==> config.mk <==
export PLATFORM = sky130hd
export DESIGN_NAME = trace_cmd_scheduler
export DESIGN_NICKNAME = d
export VERILOG_FILES = /design/src/rtl/l2sim_pkg.sv /design/src/rtl/cmd_fifo.sv /design/src/rtl/trace_cmd_scheduler.sv
export SDC_FILE = /design/constraint.sdc
export NUM_CORES = 1
export LEC_CHECK = 0
export ABC_AREA = 1
export BUFFER_PORTS_ARGS = -buffer_cell sky130_fd_sc_hd__buf_2
export CAP_MARGIN = 20
export CORE_ASPECT_RATIO = 1.1
export CORE_MARGIN = 1.5
export CORE_UTILIZATION = 49
export CTS_BUF_LIST = sky130_fd_sc_hd__clkbuf_4 sky130_fd_sc_hd__clkbuf_8
export DETAILED_ROUTE_END_ITERATION = 7
export HOLD_SLACK_MARGIN = 0.12
export PLACE_DENSITY = 0.79
export SKIP_LAST_GASP = 1
export SYNTH_ARGS = -nofsm -noshare
export SYNTH_HDL_FRONTEND = slang
export SYNTH_SLANG_ARGS = --single-unit
export TNS_END_PERCENT = 20
==> constraint.sdc <==
create_clock -name clock -period 2.8 [get_ports clock]
set_input_delay 0.56 -clock clock [delete_from_list [all_inputs] [get_ports clock]]
set_output_delay 0.56 -clock clock [all_outputs]
set_load 0.02 [all_outputs]
==> src/rtl/l2sim_pkg.sv <==
// Shared types for the L2 simulator trace path: trace codes, request ops,
// scheduler states and the trace-code decoder.
package l2sim_pkg;

  typedef enum logic [3:0] {
    TC_DR      = 4'd0,
    TC_DW      = 4'd1,
    TC_IR      = 4'd2,
    TC_SN_INV  = 4'd3,
    TC_SN_RD   = 4'd4,
    TC_SN_WR   = 4'd5,
    TC_SN_RWIM = 4'd6,
    TC_CLEAR   = 4'd8,
    TC_PRINT   = 4'd9
  } trace_cmd_e;

  typedef enum logic [1:0] {
    L1_DR = 2'd0,
    L1_DW = 2'd1,
    L1_IR = 2'd2
  } l1_op_e;

  typedef enum logic [1:0] {
    SN_INV  = 2'd0,
    SN_RD   = 2'd1,
    SN_WR   = 2'd2,
    SN_RWIM = 2'd3
  } snoop_op_e;

  typedef enum logic [2:0] {
    K_L1,
    K_SNOOP,
    K_CLEAR,
    K_PRINT,
    K_ILLEGAL
  } cmd_kind_e;

  typedef enum logic [2:0] {
    ST_IDLE,
    ST_L1,
    ST_SNOOP,
    ST_CLEAR,
    ST_PRINT
  } sched_state_e;

  typedef struct packed {
    cmd_kind_e  kind;
    logic [1:0] op;
  } cmd_dec_t;

  function automatic cmd_dec_t decode_trace_cmd(input logic [3:0] code);
    cmd_dec_t d;
    d.kind = K_ILLEGAL;
    d.op   = 2'd0;
    case (code)
      TC_DR:      begin d.kind = K_L1;    d.op = L1_DR;   end
      TC_DW:      begin d.kind = K_L1;    d.op = L1_DW;   end
      TC_IR:      begin d.kind = K_L1;    d.op = L1_IR;   end
      TC_SN_INV:  begin d.kind = K_SNOOP; d.op = SN_INV;  end
      TC_SN_RD:   begin d.kind = K_SNOOP; d.op = SN_RD;   end
      TC_SN_WR:   begin d.kind = K_SNOOP; d.op = SN_WR;   end
      TC_SN_RWIM: begin d.kind = K_SNOOP; d.op = SN_RWIM; end
      TC_CLEAR:   d.kind = K_CLEAR;
      TC_PRINT:   d.kind = K_PRINT;
      default:    d.kind = K_ILLEGAL;
    endcase
    return d;
  endfunction

endpackage

==> src/rtl/cmd_fifo.sv <==
// Small command FIFO; pointers carry an extra wrap bit so full and empty
// are distinguishable without a separate counter.
module cmd_fifo #(
  parameter int DEPTH = 4,
  parameter int W     = 36
) (
  input  logic         clock,
  input  logic         reset,
  input  logic         push,
  input  logic [W-1:0] wdata,
  input  logic         pop,
  output logic [W-1:0] rdata,
  output logic         full,
  output logic         empty
);

  localparam int AW = $clog2(DEPTH);

  logic [AW:0]  wptr_q, wptr_d;
  logic [AW:0]  rptr_q, rptr_d;
  logic [W-1:0] mem_q [DEPTH];
  logic         do_push;
  logic         do_pop;

  assign full  = (wptr_q[AW] != rptr_q[AW]) &&
                 (wptr_q[AW-1:0] == rptr_q[AW-1:0]);
  assign empty = (wptr_q == rptr_q);
  assign rdata = mem_q[rptr_q[AW-1:0]];

  assign do_push = push && !full;
  assign do_pop  = pop && !empty;

  always_comb begin
    wptr_d = wptr_q;
    rptr_d = rptr_q;
    if (do_push) wptr_d = wptr_q + 1'b1;
    if (do_pop)  rptr_d = rptr_q + 1'b1;
  end

  always_ff @(posedge clock or posedge reset) begin
    if (reset) begin
      wptr_q <= '0;
      rptr_q <= '0;
    end else begin
      wptr_q <= wptr_d;
      rptr_q <= rptr_d;
    end
  end

  // Storage needs no reset: empty pointers mask stale entries.
  always_ff @(posedge clock) begin
    if (do_push) mem_q[wptr_q[AW-1:0]] <= wdata;
  end

endmodule

==> src/rtl/trace_cmd_scheduler.sv <==
// Issues buffered trace commands to L1, snoop, clear or print in trace order.
// Optional statistics counters: define TRACE_SCHED_STATS_EN.
module trace_cmd_scheduler
  import l2sim_pkg::*;
#(
  parameter int ADDR_W = 32,
  parameter int DEPTH  = 4,
  parameter int CNT_W  = 32
) (
  input  logic              clock,
  input  logic              reset,
  input  logic              in_valid,
  output logic              in_ready,
  input  logic [3:0]        in_cmd,
  input  logic [ADDR_W-1:0] in_addr,
  output logic              l1_valid,
  input  logic              l1_ready,
  output logic [1:0]        l1_op,
  output logic [ADDR_W-1:0] l1_addr,
  output logic              sn_valid,
  input  logic              sn_ready,
  output logic [1:0]        sn_op,
  output logic [ADDR_W-1:0] sn_addr,
  output logic              clr_req,
  input  logic              clr_ack,
  output logic              prt_req,
  input  logic              prt_ack,
  output logic              illegal,
  output logic              busy,
  output logic [CNT_W-1:0]  cnt_l1,
  output logic [CNT_W-1:0]  cnt_snoop,
  output logic [CNT_W-1:0]  cnt_maint,
  output logic [CNT_W-1:0]  cnt_illegal
);

  localparam int FW = 4 + ADDR_W;

  sched_state_e      state_q, state_d;
  logic [1:0]        op_q, op_d;
  logic [ADDR_W-1:0] addr_q, addr_d;
  logic              illegal_q, illegal_d;

  logic              fifo_push;
  logic              fifo_pop;
  logic              fifo_full;
  logic              fifo_empty;
  logic [FW-1:0]     fifo_rdata;
  logic [3:0]        head_cmd;
  logic [ADDR_W-1:0] head_addr;
  cmd_dec_t          head_dec;

  assign in_ready  = !fifo_full;
  assign fifo_push = in_valid && in_ready;

  cmd_fifo #(
    .DEPTH (DEPTH),
    .W     (FW)
  ) u_fifo (
    .clock (clock),
    .reset (reset),
    .push  (fifo_push),
    .wdata ({in_cmd, in_addr}),
    .pop   (fifo_pop),
    .rdata (fifo_rdata),
    .full  (fifo_full),
    .empty (fifo_empty)
  );

  assign head_cmd  = fifo_rdata[FW-1:ADDR_W];
  assign head_addr = fifo_rdata[ADDR_W-1:0];
  assign head_dec  = decode_trace_cmd(head_cmd);

  always_comb begin
    state_d   = state_q;
    op_d      = op_q;
    addr_d    = addr_q;
    illegal_d = 1'b0;
    fifo_pop  = 1'b0;
    unique case (state_q)
      ST_IDLE: begin
        if (!fifo_empty) begin
          fifo_pop = 1'b1;
          op_d     = head_dec.op;
          addr_d   = head_addr;
          case (head_dec.kind)
            K_L1:    state_d = ST_L1;
            K_SNOOP: state_d = ST_SNOOP;
            K_CLEAR: state_d = ST_CLEAR;
            K_PRINT: state_d = ST_PRINT;
            default: illegal_d = 1'b1;
          endcase
        end
      end
      ST_L1:    if (l1_ready) state_d = ST_IDLE;
      ST_SNOOP: if (sn_ready) state_d = ST_IDLE;
      ST_CLEAR: if (clr_ack)  state_d = ST_IDLE;
      ST_PRINT: if (prt_ack)  state_d = ST_IDLE;
      default:  state_d = ST_IDLE;
    endcase
  end

  always_ff @(posedge clock or posedge reset) begin
    if (reset) begin
      state_q   <= ST_IDLE;
      op_q      <= '0;
      addr_q    <= '0;
      illegal_q <= 1'b0;
    end else begin
      state_q   <= state_d;
      op_q      <= op_d;
      addr_q    <= addr_d;
      illegal_q <= illegal_d;
    end
  end

  // Request lines come straight from the state flop so reset drops them at once.
  assign l1_valid = (state_q == ST_L1);
  assign sn_valid = (state_q == ST_SNOOP);
  assign clr_req  = (state_q == ST_CLEAR);
  assign prt_req  = (state_q == ST_PRINT);
  assign l1_op    = op_q;
  assign l1_addr  = addr_q;
  assign sn_op    = op_q;
  assign sn_addr  = addr_q;
  assign illegal  = illegal_q;
  assign busy     = !fifo_empty || (state_q != ST_IDLE);

`ifdef TRACE_SCHED_STATS_EN
  logic [CNT_W-1:0] cnt_l1_q, cnt_l1_d;
  logic [CNT_W-1:0] cnt_sn_q, cnt_sn_d;
  logic [CNT_W-1:0] cnt_mt_q, cnt_mt_d;
  logic [CNT_W-1:0] cnt_il_q, cnt_il_d;
  logic             maint_done;

  function automatic logic [CNT_W-1:0] sat_inc(
    input logic [CNT_W-1:0] v,
    input logic             en
  );
    return (en && (v != '1)) ? v + 1'b1 : v;
  endfunction

  assign maint_done = (clr_req && clr_ack) || (prt_req && prt_ack);

  always_comb begin
    cnt_l1_d = sat_inc(cnt_l1_q, l1_valid && l1_ready);
    cnt_sn_d = sat_inc(cnt_sn_q, sn_valid && sn_ready);
    cnt_mt_d = sat_inc(cnt_mt_q, maint_done);
    cnt_il_d = sat_inc(cnt_il_q, illegal_q);
  end

  always_ff @(posedge clock or posedge reset) begin
    if (reset) begin
      cnt_l1_q <= '0;
      cnt_sn_q <= '0;
      cnt_mt_q <= '0;
      cnt_il_q <= '0;
    end else begin
      cnt_l1_q <= cnt_l1_d;
      cnt_sn_q <= cnt_sn_d;
      cnt_mt_q <= cnt_mt_d;
      cnt_il_q <= cnt_il_d;
    end
  end

  assign cnt_l1      = cnt_l1_q;
  assign cnt_snoop   = cnt_sn_q;
  assign cnt_maint   = cnt_mt_q;
  assign cnt_illegal = cnt_il_q;
`else
  assign cnt_l1      = '0;
  assign cnt_snoop   = '0;
  assign cnt_maint   = '0;
  assign cnt_illegal = '0;
`endif

endmodule

Word level (Yosys, flattened, before mapping)
Memory sizes are Yosys's and may differ from the RTL's.
Index checks and enable logic that the tools add are counted.
Cells by class
  reduce and logical (&&, ||, !) cells: 18
  bitwise operators: 1
  $lt $le $gt $ge: 0
  eq/ne operators: 24
  divide/modulo/power cells: 0
  multiplexer cells: 16
  shift-type cells: 0
  add/sub/neg operators: 2
  multiply operators: 0
Operators with widths (number)
  case mux 3 bit (4 select lines): 2
  two-way mux 3 bit: 5
  case mux 3 bit (5 select lines): 1
  equality test 3 x 2 -> 1 bit (second input constant): 4
  equality test 4 x 3 -> 1 bit (second input constant): 3
  equality test 4 x 2 -> 1 bit (second input constant): 2
  equality test 4 bit (second input constant): 2
  inequality test 2 x 1 -> 1 bit (second input constant): 4
  OR reduction 4 bit: 2
  two-way mux 1 bit: 7
  adder 3 x 1 -> 3 bit (second input constant): 2
  equality test 3 x 1 -> 1 bit (second input constant): 2
  logical NOT 3 bit: 2
  case mux 2 bit (3 select lines): 1
  AND reduction 6 bit: 1
  inequality test 5 x 1 -> 1 bit (second input constant): 1
  equality test 4 x 1 -> 1 bit (second input constant): 1
  logical AND 1 bit: 4
  logical NOT 4 bit: 1
  OR reduction 2 bit: 2
  equality test 3 bit: 1
  equality test 3 bit (second input constant): 1
  nonzero test 3 bit: 1
  OR reduction 3 bit: 1
  other kinds (7): 8
Word-level totals
  register bits after elaboration: 44
  bits of input ports: 43
  bits in writable memories: 144
  output and inout bits: 203
  bits in latches: 0
  ROM bits: 0
  memories: 1
Memory list
  u_fifo.mem_q: words 4, bits a word 36, read ports 1, clocked after memory_dff 0, write ports 1, RTL line cmd_fifo.sv:21  | logic [W-1:0] mem_q [DEPTH];

Logic depth before layout (Yosys ltp)
Gate-level depths: netlist of the first run.
An unclocked memory read counts as a cell.
  depth in word-level cells: 9
  mapped depth: 13
  gate-level depth less buffers: 12

Cells and area by module
A second synthesis of the first run with hierarchy kept.
Unflattened totals
  cell total of the unflattened synthesis: 781
  area, all modules: 8664.6 um2
Modules (own cells, without submodules)
  cmd_fifo: area each 5759.3 um2, cells an instance 409, instances 1, seq. area each 4474.3 um2
  trace_cmd_scheduler: area each 2905.3 um2, cells an instance 372, instances 1, seq. area each 950.9 um2

Worst setup path before layout of the first run
No wires, ideal clock.
  path kind: reg-to-reg
  start point: register u_fifo.rptr_q[1]
  end point: memory u_fifo.mem_q[3][0] (enable)
  slack: -316 ps
  data arrival time: 2684 ps
  library setup time: 432 ps
  cell stages (with the launch flop): 6
  buffers on the path: 1
  required time: 2368 ps
  cells stage by stage: dfrtp_1 buf_4 xnor2_2 nand3b_1 nand2_1 nor2_1
On the way
  longest elaborated chain between the ends: 7
Ends and longest elaborated chain
  from (decl): RTL line cmd_fifo.sv:20  | logic [AW:0] rptr_q, rptr_d;
  from (signal assigned): RTL line cmd_fifo.sv:46  | rptr_q <= rptr_d;
  equality test 2 bit *: RTL line cmd_fifo.sv:26  | (wptr_q[AW-1:0] == rptr_q[AW-1:0]);
  logical AND 1 bit *: RTL line cmd_fifo.sv:25  | assign full = (wptr_q[AW] != rptr_q[AW]) &&
  logical NOT 1 bit *: RTL line trace_cmd_scheduler.sv:52  | assign in_ready = !fifo_full;
  named net in_ready: RTL line trace_cmd_scheduler.sv:13  | output logic in_ready,
  logical AND 1 bit: RTL line trace_cmd_scheduler.sv:53  | assign fifo_push = in_valid && in_ready;
  logical AND 1 bit *: RTL line cmd_fifo.sv:30  | assign do_push = push && !full;
  two-way mux 1 bit *: RTL line cmd_fifo.sv:52  | if (do_push) mem_q[wptr_q[AW-1:0]] <= wdata;
  two-way mux 1 bit (not written as such) *: RTL line cmd_fifo.sv:52
  to (decl): RTL line cmd_fifo.sv:21
The timed path passes the listed nets; every way through them passes the cells marked *.

Worst setup path after layout of the first run
  start point: register state_q[2]
  end point: output busy
On the way
  longest elaborated chain between the ends: 2
Ends and longest elaborated chain
  from (decl): RTL line trace_cmd_scheduler.sv:38  | sched_state_e state_q, state_d;
  from (signal assigned): RTL line trace_cmd_scheduler.sv:109  | state_q <= state_d;
  nonzero test 3 bit: RTL line trace_cmd_scheduler.sv:126  | assign busy = !fifo_empty || (state_q != ST_IDLE);
  logical OR 1 bit: RTL line trace_cmd_scheduler.sv:126
  to (decl): RTL line trace_cmd_scheduler.sv:29  | output logic busy,
Every way passes these cells.

==> summary.txt, run 1 <==
Worst setup path
  – Cell seen most often among critical-path stages: inv_1
  – RR Startpoint: u_fifo.wptr_q[2]
  – Startpoint types: flip-flop
  – Arr. time, crit path: ~1.7 ns
  – Worst-path fanout max: 5
  – Worst r2r dst: u_fifo.mem_q[3][11]
  – Crit Path Category: reg -> out
  – Crit. End Element: output port
  – Worst-path cell with the longest stage delay: dfrtp_1
  – Reg2Reg Setup Slack: 0.66 ns
  – Worst r2r path cells: 5
  – WP data required: 2.24 ns
  – Critical path cell sequence: nor3_2, inv_1, nor2_1, inv_1, buf_2
  – Largest stage delay, worst path: 0.45 ns

Worst hold path
  – Hold depth: 1
  – HP Start: in_addr[6]
  – Hold Path Class: in -> reg
  – Hold EP: u_fifo.mem_q[0][6]

Run status
  – Outcome: finished, final reports clean

Floorplan
  – Starting Density: 0.499
  – # IOs: 246
  – Die height: 144 um
  – Die Wd: approximately 130 um
  – Die area: between 0.015 and 0.02 mm^2
  – Cell Rows: slightly above 50
  – Core Region: roughly 0.018 mm^2

Yosys
  – Top_reg_cell synth: edfxtp_1
  – Syn avg cell area: 11.1 um^2
  – Synth area leaders: edfxtp_1 49%, buf_4 15%, dfrtp_1 12%
  – Sequential area share after synthesis: 0.615
  – Top-area cell type share of the netlist area: 0.490
  – Ys async rst share: 0.234
  – Yosys cell types: 29
  – Post-synthesis cell count: roughly 800
  – Synth Cell Area: ~0.0088 mm^2
  – Most area-hungry cell type in the Yosys netlist: edfxtp_1
  – Synth Warn #: 0
  – Synth Register Bits: ~190
  – Post-synth EDFFs: 144

GRT
  – Largest net degree at the start of global routing: 76
  – Total global routing overflow: 0
  – GRT Total Usage: 0.172
  – Initial antenna violation count: 2
  – Vias in the first global route: 4762
  – First-pass GRT wire length: about 24000 um

CTS
  – Clk sink count: roughly 190
  – Clock Path Buffers: 2
  – CTS tree: done
  – TritonCTS buffer count: 17
  – H-tree depth: 4
  – Worst skew pair latency: approximately 0.46 ns
  – Setup repair bufs after CTS: 0
  – Reg clk slew, reported paths: around 0.1 ns
  – CTS root buf: clkbuf_8

Job
  – MaxCap Viol Count: 0

Pwr
  – Seq pwr share: 0.393
  – Logic gate share of total power: 0.455
  – Power Dens Cells: about 1200 mW/mm^2
  – Cell internal pwr: 0.00614 W
  – Switching share of total power: 0.437
  – NetSw: about 0.0048 W
  – Leakage: 3.83 nW
  – Clk pwr share: 0.152
  – Worst VDD drop: 0.547 mV

Place
  – Post-detail-place hpwl: roughly 10000 um
  – RePlAce Congestion: ~0.79
  – Port Buf Inserts: approximately 120

Drt
  – Drt via density: 4.68
  – Average wire per standard cell: 13.9 um
  – Antenna-violating nets left: 0
  – Via count: ~5300
  – WL final: 15800 um
  – Residual DRC: 0
  – Initial DRC count: around 340
  – Drt first pass iters: 4

STA
  – Max Freq: 436 MHz
  – Final setup viols: 0
  – Max-slew violations: 0
  – Sum Neg Setup Slack: 0 ns
  – Worst Skew: ~0.023 ns
  – Worst-Margin Slew: roughly 0.79 ns
  – Relative slew slack: 0.475
  – Final hold vios: 0
  – Shortest period the worst path allows: about 2.3 ns
  – RSZ-0062 raised after global routing: no
  – Fin crit share: 0.819

Cells and area
  – Synthesis-to-layout area growth: 5.20%
  – Post-layout util: 0.525
  – Share of cells above drive strength 1: 0.227
  – Nets@finish: 928
-- metrics by stage --
| step | instances | hold WS [ns] | total power [W] | area, um^2 | setup slack, ns |
|---|---|---|---|---|---|
| 6_report | 1132 | 0.313 | 0.0109 | 9290 | 0.506 |
| 2_1_floorplan | 925 | 0.462 | 0.00853 | 9310 | -0.275 |
| 3_3_place_gp | 1098 | 0.474 | 0.00918 | 8900 | 0.732 |
| 3_5_place_dp | 1098 | 0.481 | 0.00938 | 8900 | 0.690 |
| 5_1_grt | 1131 | 0.295 | 0.0117 | 9290 | 0.359 |
| 4_1_cts | 1131 | 0.296 | 0.0110 | 9290 | 0.468 |
-- layout by cell type (no fill, tap or decap), types with 3 or more instances in the layout --
| cell | netlist | routed |
|---|---|---|
| clkbuf_4 | 0 | 3 |
| xor2_1 | 3 | 3 |
| buf_4 | 174 | 10 |
| nand2_2 | 15 | 15 |
| a31oi_1 | 32 | 32 |
| dfrtp_1 | 44 | 42 |
| inv_2 | 3 | 4 |
| inv_1 | 21 | 20 |
| nor3_1 | 4 | 4 |
| edfxtp_1 | 144 | 144 |
| nand3_1 | 10 | 10 |
| nor2_1 | 177 | 173 |
| ha_1 | 5 | 5 |
| xnor2_1 | 3 | 3 |
| nor2_2 | 6 | 6 |
| nand2_4 | 6 | 6 |
| nand2_1 | 50 | 50 |
| o21ai_1 | 10 | 10 |
| clkbuf_8 | 0 | 21 |
| nor2_4 | 1 | 5 |
| a21oi_1 | 5 | 5 |
| nand3_2 | 3 | 3 |
| o21ai_0 | 58 | 58 |
| conb_1 | 1 | 128 |
| buf_2 | 5 | 117 |
| clkinvlp_4 | 0 | 3 |
-- worst max-delay path by stage --
| stage | end | cells past startpoint | startpoint | slack [ns] |
|---|---|---|---|---|
| 6_report | busy | 5 | state_q[2] | 0.51 |
| 3_5_place_dp | state_q[0] | 12 | u_fifo.rptr_q[0] | 0.69 |
| 4_1_cts | busy | 5 | state_q[2] | 0.47 |
| 3_3_place_gp | state_q[0] | 12 | u_fifo.rptr_q[0] | 0.73 |
| 2_1_floorplan | u_fifo.mem_q[0][0] | 5 | u_fifo.rptr_q[1] | -0.27 |
| 5_1_grt | busy | 5 | state_q[2] | 0.36 |
-- critical path: cells and delay by family (launching register included) --
kind,cells,cell delay (ns)
buf+inv,3,0.38
flops,1,0.45
simple gates,2,0.44
-- power groups by stage --
| stage | logic, W | registers, W | clock network [W] |
|---|---|---|---|
| CTS | 0.00502 | 0.00430 | 0.00169 |
| global placement | 0.00486 | 0.00432 | 0 |
| detailed placement | 0.00502 | 0.00436 | 0 |
| finish | 0.00496 | 0.00429 | 0.00166 |
| global route | 0.00548 | 0.00438 | 0.00180 |
| floorplan | 0.00396 | 0.00457 | 0 |
-- final cells by class --
cell class | instances | area [um^2]
Tap cell | 238 | 298
Sequential cell | 188 | 5430
Timing Repair Buffer | 130 | 711
Clock buffer | 24 | 312
Inverter | 24 | 90.1
Antenna cell | 1 | 2.50
Multi-Input combinational cell | 519 | 2390
Fill cell | 1482 | 8390
Clock inverter | 8 | 60.1
-- state kept, by name, summed over array words and instances (netlist names) --
signal,cells
illegal,1
l1_addr,32
l1_op,2
state_q,3
u_fifo.mem_q,144
u_fifo.rptr_q,3
u_fifo.wptr_q,3
-- timing repair --
| action | CTS | global route |
|---|---|---|
| hold endpoints to repair | 6 | 0 |
| gates resized for setup | 0 | 0 |
| hold buffers | 1 | 0 |
-- synthesized netlist by cell type, types with 4 or more instances --
cell type / n
dfrtp_1: 44
clkbuf_1: 6
o21ai_1: 10
a31oi_1: 32
nor3_1: 4
buf_2: 5
inv_1: 21
nand2_4: 6
nand3_1: 10
nand2_1: 50
nor2_2: 6
nor2_1: 177
nand2_2: 15
buf_4: 174
buf_6: 6
ha_1: 5
o21ai_0: 58
a21oi_1: 5
edfxtp_1: 144
-- logic make-up after synthesis --
group	synth area share
other	0.000425
XOR/XNOR	0.00780
adder cells (fa/ha/maj)	0.00709
AND/OR/NAND/NOR	0.134
AO/OA/AOI/OAI	0.0641
flip-flops	0.615
buffers and inverters	0.172
-- per-layer routing --
metal  global-route usage  vias up  share of wire
met4               0.0596        2          0.016
met3               0.0395       23          0.065
met2                0.320      239           0.54
met5                    0        -        0.00076
li1                     -     2535              -
met1                0.191     2498           0.38
Power figures use the tool's default switching activity.
==> run 2: changes to the inputs <==
ABC_AREA = 0   (was 1)
CORE_UTILIZATION = 53   (was 49)
PLACE_DENSITY = 0.82   (was 0.79)
clock period = 2.2 ns   (was 2.8 ns; I/O delays follow)
==> run 2 against run 1 <==
Flip-flop and latch count did not move. Core utilization rose by 5.5 points. Non-clock buffer count rose by 5. Area after synthesis fell by 5.2%. Die area fell by 12%. Combinational power rose by 13%. Count of clock-buffer cells in the layout fell by 5. Sequential power rose by 27%. Final cell count fell by 28%. Synthesized cell count fell by 38%. Via count fell by 26%. Critical endpoint unchanged. Largest power group unchanged. Highest routed layer unchanged.
==> summary.txt, run 2 <==
Yosys
  – Most area-hungry cell type in the Yosys netlist: edfxtp_1
  – Most common cell in the netlist: buf_4
  – Top-area cell type share of the netlist area: 0.517
  – Synth cell count leaders: 165 x buf_4, 144 x edfxtp_1, 44 x dfrtp_1
  – Synth area leaders: edfxtp_1 52%, buf_4 15%, dfrtp_1 13%
  – Top_reg_cell synth: edfxtp_1
  – Synth Register Bits: around 190
  – Ys async rst share: 0.234
  – Post-synthesis cell count: roughly 500
  – Sequential area share after synthesis: 0.648
  – Yosys cell types: 39
  – Synth Cell Area: 0.00837 mm^2
  – Syn avg cell area: 16.9 um^2
  – Synth Warn #: 0
  – Post-synth EDFFs: about 140

Worst setup path
  – Startpoint types: flip-flop
  – RR Startpoint: u_fifo.rptr_q[0]
  – Critical path buffers and inverters: 2
  – Arr. time, crit path: around 1.6 ns
  – Crit. End Element: output port
  – Critical path cell sequence: xnor2_1, buf_4, nand4_1, buf_2
  – Worst-path fanout max: 4
  – WP data required: roughly 1.8 ns
  – Crit Path Category: reg -> out
  – Largest stage delay, worst path: 0.44 ns
  – Worst-path cell with the longest stage delay: dfrtp_1
  – CP top delay family: flip-flops
  – CP Launch Point: u_fifo.wptr_q[1]

Run status
  – Outcome: finished, final reports clean

GRT
  – Vias in the first global route: just under 4000
  – First-pass GRT wire length: between 20000 and 25000 um
  – Largest net degree at the start of global routing: 38
  – Initial antenna violation count: 1
  – Total global routing overflow: 0
  – GRT Total Usage: 0.175

Drt
  – Drt via density: 4.82
  – WL final: approximately 14000 um
  – Residual DRC: 0
  – Metal2 WL: 7500 um
  – Drt first pass iters: 4
  – Metal3 WL: around 820 um
  – Antenna-violating nets left: 0
  – Top sig layer: met5
  – Metal-1 WL: between 5000 and 6000 um
  – Initial DRC count: ~170
  – Via count: between 3000 and 4000
  – Average wire per standard cell: 16.6 um

CTS
  – Worst skew pair latency: 0.45 ns
  – Clock Path Buffers: 2
  – CTS resizes: 0
  – Clk sink count: ~190
  – Cts hold-fix bufs: 1
  – Setup repair bufs after CTS: 0
  – TritonCTS buffer count: 17
  – Reg clk slew, reported paths: around 0.1 ns
  – CTS root buf: clkbuf_8
  – CTS tree: done
  – H-tree depth: 4

Place
  – Placed standard-cell area: 0.00861 mm^2
  – Port Buf Inserts: between 100 and 150
  – Placed cell count: between 700 and 800
  – RePlAce Congestion: ~0.74
  – Post-detail-place hpwl: 9130 um

Pwr
  – Total power: around 0.013 W
  – Leakage: approximately 3.6 nW
  – Power Dens Cells: between 1000 and 1500 mW/mm^2
  – Worst VDD drop: approximately 1.0 mV

Cells and area
  – Most frequent cells in the layout: 144 x edfxtp_1, 128 x conb_1, 117 x buf_2
  – Number of flip-flops in the largest register: approximately 140
  – Nets@finish: 650
  – Share of cells above drive strength 1: 0.359
  – N_diodes: 0
  – Fin cells: around 820
  – Post-layout util: 0.581
  – Register Area: between 0.005 and 0.006 mm^2
  – Multi-input gate area: roughly 0.0021 mm^2
  – Commonest non-fill, non-tap cell in the layout: edfxtp_1
  – Final instance area: approximately 0.009 mm^2
  – Synthesis-to-layout area growth: 7.92%
  – # fillers: between 1000 and 1500

Floorplan
  – Die Wd: approximately 120 um
  – Die area: roughly 0.017 mm^2
  – Core Region: around 0.016 mm^2
  – Cell Rows: 48
  – Starting Density: 0.538
  – Die height: 135 um
  – # IOs: roughly 250

STA
  – RSZ-0062 raised after global routing: no
  – Worst Skew: 0.0131 ns
  – Relative slew slack: 0.619
  – Fin crit share: 0.932
  – Final setup viols: 0
  – Worst-Margin Slew: roughly 0.57 ns
  – Final hold vios: 0
  – Max Freq: 488 MHz
  – Shortest period the worst path allows: roughly 2.1 ns
  – Max-slew violations: 0

Worst hold path
  – HP Start: prt_ack
  – Hold Path Class: in -> reg

Job
  – MaxCap Viol Count: 0
[run 2: cell families (layout without fill, tap and decap cells)]
kind of cell	count (synthesis)	after routing	synth area share
fa+ha+maj	6	6	0.00882
buf+inv	179	173	0.156
compound gates	11	11	0.0103
xor+xnor	8	8	0.00927
mux	73	73	0.148
simple gates	28	28	0.0194
other cells	1	128	0.000448
flops	188	188	0.648
[run 2: power by group]
part	switching (W)	total [W]	internal (W)
clock	0.00127	0.00228	0.00101
sequential	0.000504	0.00544	0.00494
combinational	0.00320	0.00559	0.00239
total	0.00497	0.0133	0.00834
[run 2: per-stage QoR]
| stage | setup TNS (ns) | worst slack [ns] | hold WS [ns] |
|---|---|---|---|
| 2_1_floorplan | -26.39 | -0.244 | 0.498 |
| 3_3_place_gp | 0 | 0.225 | 0.486 |
| 3_5_place_dp | 0 | 0.176 | 0.488 |
| 4_1_cts | 0 | 0.101 | 0.129 |
| 5_1_grt | 0 | 0.0479 | 0.133 |
| 6_report | 0 | 0.149 | 0.160 |
[run 2: per-layer routing]
metal / vias up / global-route usage
met5: - / 0
li1: 1750 / -
met3: 12 / 0.0414
met2: 190 / 0.308
met1: 1976 / 0.210
met4: 2 / 0.0588
[run 2: area by class of cell]
cell class | count | share of cell area
Clock inverter | 13 | 0.0166
Inverter | 6 | 0.00249
Tap cell | 200 | 0.0277
Sequential cell | 188 | 0.601
Timing Repair Buffer | 135 | 0.0884
Multi-Input combinational cell | 254 | 0.235
Clock buffer | 19 | 0.0290
[run 2: final timing paths]
kind | endpoint | slack, ns | depth (start not counted)
worst max-delay path | busy | 0.15 | 4
worst min-delay path | state_q[2] | 0.16 | 2
worst max register to register | state_q[1] | 0.19 | 4
worst min register to register | l1_addr[9] | 0.51 | 1
max in group asynchronous | u_fifo.rptr_q[0] | 1.05 | 4
min in group asynchronous | l1_addr[10] | 0.59 | 3
==> run 3: changes to the inputs <==
clock period = 2.4 ns   (was 2.2 ns; I/O delays follow)
==> run 3 against run 2 <==
Final area shrank 0.28%. First-iteration DRC count grew 18%. Via count grew 0.59%. Setup slack gained 0.10 ns. Core utilization shrank 0.16 points. Flip-flop and latch count is the same. Hold slack gained 0.047 ns. Non-clock buffer count shrank 4. Sequential share of layout area grew 0.17 points. Critical path type is now reg -> reg. Critical endpoint is now u_fifo.mem_q[1][30]. Largest cell class unchanged. Largest power group unchanged.
==> summary.txt, run 3 (synthesis results as in run 2) <==
STA
  – Final setup viols: 0
  – Fin crit share: 0.895
  – Shortest period the worst path allows: 2.15 ns
  – Max Freq: between 400 and 500 MHz
  – Max-slew violations: 0
  – Final hold vios: 0
  – Final hold slack: 0.207 ns
  – Relative slew slack: 0.619
  – Setup ws final: 0.252 ns
  – Worst-Margin Slew: approximately 0.57 ns
  – RSZ-0062 raised after global routing: no
  – Worst Skew: ~0.014 ns

Cells and area
  – # fillers: approximately 1100
  – Nets@finish: 646
  – Number of flip-flops in the largest register: ~140
  – Synthesis-to-layout area growth: 7.63%
  – Multi-input gate area: about 0.0021 mm^2
  – Register Area: around 0.0054 mm^2
  – Most frequent cells in the layout: 144 x edfxtp_1, 128 x conb_1, 117 x buf_2
  – Post-layout util: 0.579
  – N_diodes: 0
  – Share of cells above drive strength 1: 0.355
  – Commonest non-fill, non-tap cell in the layout: edfxtp_1

GRT
  – First-pass GRT wire length: around 21000 um
  – Total global routing overflow: 0
  – Vias in the first global route: ~3800
  – GRT Total Usage: 0.169
  – Initial antenna violation count: 1
  – Largest net degree at the start of global routing: between 40 and 50

Worst hold path
  – HP Start: prt_ack
  – Hold Path Class: in -> reg

CTS
  – CTS root buf: clkbuf_8
  – Clock Path Buffers: 2
  – Reg clk slew, reported paths: roughly 0.09 ns
  – Worst skew pair latency: ~0.44 ns
  – H-tree depth: 4
  – Clk sink count: 188
  – Setup repair bufs after CTS: 0
  – CTS resizes: 0
  – TritonCTS buffer count: 17
  – CTS tree: done

Worst setup path
  – WP data required: 2.55 ns
  – Startpoint types: flip-flop
  – Crit path to: u_fifo.mem_q[1][30]
  – Crit Path Category: reg -> reg
  – Worst-path cell with the longest stage delay: a31oi_1
  – Critical path cell sequence: xnor2_2, a31oi_1, and2_2, buf_4
  – Crit. End Element: flip-flop
  – Worst r2r dst: u_fifo.mem_q[1][30]
  – Critical path buffers and inverters: 1
  – CP Launch Point: u_fifo.rptr_q[0]
  – Worst r2r path cells: 4
  – Reg2Reg Setup Slack: approximately 0.25 ns
  – CP top delay family: compound AO/OA/AOI/OAI gates
  – Largest stage delay, worst path: slightly below 0.5 ns
  – RR Startpoint: u_fifo.rptr_q[0]
  – Worst-path fanout max: 9
  – Arr. time, crit path: roughly 2.3 ns
  – Crit path depth: 4

Drt
  – Drt via density: between 4 and 5
  – Drt first pass iters: 4
  – Average wire per standard cell: 16.5 um
  – Initial DRC count: approximately 200
  – Residual DRC: 0
  – WL final: 13400 um
  – Antenna-violating nets left: 0
  – Via count: 3953

Floorplan
  – Starting Density: 0.538
  – Die Wd: 123 um
  – Die height: approximately 130 um
  – Core Region: 0.0156 mm^2
  – # IOs: approximately 250
  – Cell Rows: 48
  – Die area: roughly 0.017 mm^2

Pwr
  – Total power: ~0.012 W
  – Power Dens Cells: 1340 mW/mm^2
  – Worst VDD drop: approximately 0.77 mV
  – Leakage: around 3.6 nW

Job
  – MaxCap Viol Count: 0

Place
  – Dpl ws: approximately 0.28 ns
  – Post-detail-place hpwl: 9130 um
  – Port Buf Inserts: roughly 120
  – RePlAce Congestion: between 0.7 and 0.8

Run status
  – Outcome: finished, final reports clean
run 3: cell count changes in the layout (fill, tap and decap cells not counted), moves of 2 or more:
cell,delta
buf_12,+2
inv_6,-2
clkinv_4,-2
buf_4,-6
clkinvlp_4,+3
inv_8,-2
clkinv_2,+2
run 3: how the worst min path moves through the flow:
stage                       endpoint  slack, ns  cells past startpoint
detailed placement       l1_addr[12]       0.49                      1
global route              state_q[2]       0.19                      2
floorplan           u_fifo.wptr_q[2]       0.50                      1
global placement         l1_addr[21]       0.48                      1
CTS                       state_q[2]       0.18                      2
finish                    state_q[2]       0.21                      2
run 3: final cells by class:
| type | instances | area share |
|---|---|---|
| Multi-Input combinational cell | 254 | 0.235 |
| Clock inverter | 11 | 0.0121 |
| Timing Repair Buffer | 131 | 0.0881 |
| Tap cell | 200 | 0.0278 |
| Sequential cell | 188 | 0.603 |
| Clock buffer | 21 | 0.0314 |
| Inverter | 6 | 0.00250 |
run 3: what timing repair did:
action | CTS | global route
setup endpoints to repair | 0 | 0
hold buffers | 1 | 0
endpoints found under the hold margin | 44 | 0
run 3: metrics by stage:
stage / instances / area (um^2) / setup TNS, ns
floorplan: 621 / 8850 / -4.79
global placement: 778 / 8600 / 0
detailed placement: 778 / 8600 / 0
CTS: 811 / 9010 / 0
global route: 811 / 9010 / 0
finish: 811 / 9010 / 0
run 3: layer usage:
layer	vias up	global-route usage	share of wire	wire length [um]
met2	196	0.294	0.55	7350
met4	2	0.0549	0.012	157
met3	16	0.0410	0.062	828
met5	-	0	0.00052	7
li1	1738	-	-	-
met1	2001	0.206	0.38	5040
run 3: worst register-to-register path, stage by stage, from the launching register on:
cell and delay, ns:
dfrtp_2 0.46, xnor2_2 0.21, a31oi_1 0.49, and2_2 0.44
buf_4 0.25
run 3: power breakdown:
part / switching [W] / internal, W
registers: 0.000439 / 0.00453
logic: 0.00297 / 0.00217
clock network: 0.00106 / 0.000929
total: 0.00447 / 0.00763
